[src/rtl/simon_data_in_pkg.sv]
// Shared definitions for the SIMON byte-serial input deframer.
package simon_data_in_pkg;

  localparam logic [7:0] INFO_IDLE = 8'h00;

  typedef enum logic [1:0] {
    S_INFO,
    S_COUNT,
    S_DATA,
    S_HOLD
  } din_state_t;

endpackage

[src/rtl/simon_data_in.sv]
// Byte-serial packet deframer: info, count, then 2N/8 data bytes assembled into a block
// held for the SIMON core until readIN; out-of-sequence packets are dropped with errCOUNT.
module simon_data_in
  import simon_data_in_pkg::*;
#(
  parameter int N = 16
) (
  input  logic                clk,
  input  logic                nR,
  input  logic [7:0]          byteIN,
  input  logic                byteVALID,
  output logic                byteREADY,
  output logic [7:0]          infoIN,
  output logic [7:0]          countIN,
  output logic [1:0][N-1:0]   inDATA,
  output logic                doneIN,
  input  logic                readIN,
  output logic                errCOUNT
);

  localparam int NB = (2 * N) / 8;
  localparam int BW = $clog2(NB + 1);
  localparam logic [BW-1:0] BCNT_LAST = BW'(NB - 1);

  din_state_t       state_q, state_d;
  logic             ready_q, ready_d;
  logic             done_q, done_d;
  logic             err_q, err_d;
  logic             match_q, match_d;
  logic [7:0]       info_q, info_d;
  logic [7:0]       count_q, count_d;
  logic [7:0]       exp_q, exp_d;
  logic [BW-1:0]    bcnt_q, bcnt_d;
  logic [2*N-1:0]   data_q, data_d;
  logic             xfer;

  // ready is registered, so a transfer never depends combinationally on readIN
  assign xfer = byteVALID & ready_q;

  always_ff @(posedge clk or negedge nR) begin
    if (!nR) begin
      state_q <= S_INFO;
      ready_q <= 1'b0;
      done_q  <= 1'b0;
      err_q   <= 1'b0;
      match_q <= 1'b0;
      info_q  <= '0;
      count_q <= '0;
      exp_q   <= '0;
      bcnt_q  <= '0;
      data_q  <= '0;
    end else begin
      state_q <= state_d;
      ready_q <= ready_d;
      done_q  <= done_d;
      err_q   <= err_d;
      match_q <= match_d;
      info_q  <= info_d;
      count_q <= count_d;
      exp_q   <= exp_d;
      bcnt_q  <= bcnt_d;
      data_q  <= data_d;
    end
  end

  always_comb begin
    state_d = state_q;
    err_d   = 1'b0;
    match_d = match_q;
    info_d  = info_q;
    count_d = count_q;
    exp_d   = exp_q;
    bcnt_d  = bcnt_q;
    data_d  = data_q;

    unique case (state_q)
      S_INFO: begin
        if (xfer && byteIN != INFO_IDLE) begin
          info_d  = byteIN;
          state_d = S_COUNT;
        end
      end
      S_COUNT: begin
        if (xfer) begin
          count_d = byteIN;
          match_d = (byteIN == exp_q);
          bcnt_d  = '0;
          state_d = S_DATA;
        end
      end
      S_DATA: begin
        if (xfer) begin
          data_d = {data_q[2*N-9:0], byteIN};
          bcnt_d = bcnt_q + 1'b1;
          if (bcnt_q == BCNT_LAST) begin
            if (match_q) begin
              exp_d   = exp_q + 8'd1;
              state_d = S_HOLD;
            end else begin
              err_d   = 1'b1;
              state_d = S_INFO;
            end
          end
        end
      end
      S_HOLD: begin
        if (readIN) state_d = S_INFO;
      end
      default: state_d = S_INFO;
    endcase

    done_d  = (state_d == S_HOLD);
    ready_d = (state_d != S_HOLD);
  end

  assign byteREADY = ready_q;
  assign doneIN    = done_q;
  assign errCOUNT  = err_q;
  assign infoIN    = info_q;
  assign countIN   = count_q;
  assign inDATA    = data_q;

endmodule

[config.mk]
export PLATFORM = sky130hd
export DESIGN_NAME = simon_data_in
export DESIGN_NICKNAME = d
export VERILOG_FILES = /design/src/rtl/simon_data_in_pkg.sv /design/src/rtl/simon_data_in.sv
export SDC_FILE = /design/constraint.sdc
export NUM_CORES = 1
export LEC_CHECK = 0
export CORE_MARGIN = 3
export CORE_UTILIZATION = 40
export CTS_CLUSTER_SIZE = 10
export DETAILED_ROUTE_END_ITERATION = 6
export DONT_BUFFER_PORTS = 1
export PLACE_DENSITY = 0.56
export SYNTH_ARGS = -nofsm -noshare
export SYNTH_HDL_FRONTEND = slang
export SYNTH_SLANG_ARGS = --single-unit
[constraint.sdc]
create_clock -name clk -period 4.08 [get_ports clk]
set_input_delay 0.204 -clock clk [delete_from_list [all_inputs] [get_ports clk]]
set_output_delay 0.204 -clock clk [all_outputs]
set_load 0.02 [all_outputs]
==> impl_metrics.csv <==
group,metric,value,unit
pwr,power,2.480,mW
timing,report.final.slew_viol_count,0,
setup_path,end_kind,"register",
cts,worstSkewPairLatency,0.34,ns
timing,timing.hold.ws,0.01248,ns
pwr,p_leak,1.556,nW
yosys,yosys-top-cells-count,"nand2_1 (108), dfrtp_1 (65), xnor2_1 (13), clkbuf_1 (11), mux2_2 (8)",
detailed_routing,drt-total-wl,6093,um
min_path,min_to,"countIN[1]",
yosys,yosysUniqueCellTypes,31,
finish,diodes,0,
yosys,syn_inst,266,
cts,clk_path_buf_depth,2,
yosys,ys_ff_latch,65,
global_route,grt-busiest-layer,"met2",
finish,postLayoutCoreUtil,0.4922,
setup_path,critPathLaunchType,"register",
min_path,hp-start,"byteIN[1]",
detailed_routing,vias,1868,
timing,worstMarginPinSlew,0.6624,ns
timing,finalCritPeriodShare,0.4719,
timing,finalSetupViolCount,0,
finish,drive_above_1_share,0.1294,
yosys,async_reset_ff_frac,1.000,
yosys,synth_flop_cell,"dfrtp_1",
global_route,grtUsageTotal,0.1591,
timing,period_minus_slack,1.925,ns
global_route,grt_pass1_wl,9294,um
yosys,synth_seq_area_share,0.5923,
run_status,status,"finished, final reports clean",
placement,dp_slack,2.171,ns
yosys,syn_nets,281,
global_route,antenna_found_initial,0,
setup_path,path_max_fanout,7,
setup_path,rr_worst_depth,4,
cts,postCtsSetupBuffers,0,
yosys,synth_top_area_frac,0.5923,
yosys,synth_area_leader_cell,"dfrtp_1",
yosys,synth.cell_area,2746,um^2
timing,fmax,519.4,MHz
global_route,met3_usage,0.05400,
setup_path,regToRegSetupSlack,2.15,ns
finish,synthToLayoutAreaGrowth,16.40,%
global_route,grt-ovfl-total,0,
yosys,avgSynthCellArea,10.32,um^2
die,die_y,88.86,um
timing,hold_viol,0,
timing,skew,0.01153,ns
global_route,grt_util_met1,0.1980,
cts,tritoncts,"done",
cts,htreeDepth,3,
detailed_routing,ant_nets,0,
pwr,ir_drop,0.3085,mV
timing,relSlewSlack,0.5569,
placement,gp_congestion,0.8034,
cts,cts_root_buf,"clkbuf_8",
setup_path,r2r-start,"byteREADY",
die,die_x,88.86,um
cts,cts_buffers,9,
detailed_routing,drt-pass1-iter-count,4,
detailed_routing,wl_per_cell,16.79,um
min_path,min_path_cells,1,
yosys,yosys_warnings,0,
setup_path,arrival,2.15,ns
timing,fin_tns_setup,0,ns
global_route,met2_usage,0.2429,
die,num_io_pins,63,
detailed_routing,viasPerCell,5.146,
detailed_routing,drc_errors,0,
yosys,synth_area_leaders,"dfrtp_1 (59%), nand2_1 (15%), xnor2_1 (4.1%)",
setup_path,critPathKind,"register to register",
placement,numPortBuffers,0,
detailed_routing,drt-initial-drc-count,105,
timing,setup_slack,2.155,ns
global_route,grt_max_degree,66,
yosys,synth_edf_count,0,
setup_path,worst_ep_required_time,4.31,ns
cts,path_clk_slew,0.08,ns
die,rows,29,
setup_path,r2r_end,"infoIN[1]",
yosys,synth_most_common_cell,"nand2_1",
die,initial_core_util,0.4228,
cts,ctsResizeCount,0,
pwr,power.density,775.8,nW/um^2
min_path,hp-class,"input port to register",
finish,nets,296,
die,core_region_area,6495,um^2
cts,cts_num_sinks,65,
run,drv_cap,0,
timing,rsz0062_at_grt,"false",
placement,dp_hpwl,3709,um
die,dieArea,7896,um^2
global_route,first_global_vias,1849,
-- area by class of cell --
cell class,count,area [um^2]
fillers,586,3298
flip-flops and latches,65,1627
multi-input cells,183,1046
repair buffers,17,182.7
clock buffers,9,123.9
clock inverters,7,102.6
well taps,77,96.34
inverters,5,18.77
-- registers in the layout, summed over array words and instances, names as in the netlist --
| register | flops |
|---|---|
| errCOUNT | 1 |
| exp_q | 8 |
| byteREADY | 1 |
| infoIN | 8 |
| doneIN | 1 |
| inDATA | 32 |
| state_q | 2 |
| bcnt_q | 3 |
| match_q | 1 |
| countIN | 8 |
-- repair_timing --
action | in CTS | in global routing
setup endpoints to repair | 0 | 0
hold endpoints to repair | 81 | 4
hold buffers | 11 | 4
-- cell usage in the layout (no fill, tap or decap), drive strengths merged, types with 3 or more instances in the layout --
cell type / netlist / layout
dfrtp: 65 / 65
o31ai: 3 / 3
ha: 3 / 3
nand2: 108 / 108
clkbuf: 11 / 9
buf: 2 / 3
nor2: 7 / 7
a22o: 4 / 4
nor3: 4 / 4
xnor2: 13 / 13
o21ai: 3 / 3
dlygate4sd3: 0 / 14
nand4: 5 / 5
mux2: 14 / 14
inv: 5 / 7
nand3: 4 / 4
-- worst max-delay path: stages (launching register included) --
cell and delay [ns]:
dfrtp_1 0.58, nand3b_1 0.28, nor2_2 0.37, o41ai_4 0.24, mux2_4 0.34
-- per-layer routing --
metal / wire length (um) / part of all wire
met1: 2705 / 0.44
met2: 2761 / 0.45
met3: 450 / 0.074
met4: 176 / 0.029
met5: 0 / 0
-- power by group --
part	switching [mW]	internal (mW)
clock network	0.270	0.350
registers	0.486	0.881
logic	0.264	0.229
total	1.02	1.46
-- how the worst max path moves through the flow --
stage                     startpoint         to  cells after the start
final                      byteREADY  infoIN[1]                      4
after global routing       byteREADY  infoIN[4]                      4
after CTS                  byteREADY  infoIN[1]                      4
after detailed placement   byteREADY  infoIN[6]                      4
after global placement     byteREADY  infoIN[1]                      4
after floorplan            byteREADY  infoIN[1]                      5
-- per-stage QoR --
| stage | instance area, um^2 | std cells |
|---|---|---|
| final | 3197 | 363 |
| after floorplan | 2746 | 266 |
| after CTS | 3157 | 359 |
| after global routing | 3197 | 363 |
| after detailed placement | 2803 | 332 |
| after global placement | 2803 | 332 |
-- kinds of logic after synthesis --
| family | count (synthesis) | synth area share |
|---|---|---|
| flops | 65 | 0.5923 |
| mux | 14 | 0.06424 |
| simple gates | 134 | 0.2032 |
| fa+ha+maj | 3 | 0.01367 |
| compound gates | 17 | 0.05102 |
| xor+xnor | 15 | 0.04784 |
| buf+inv | 18 | 0.02779 |
Power figures use the tool's default switching activity.
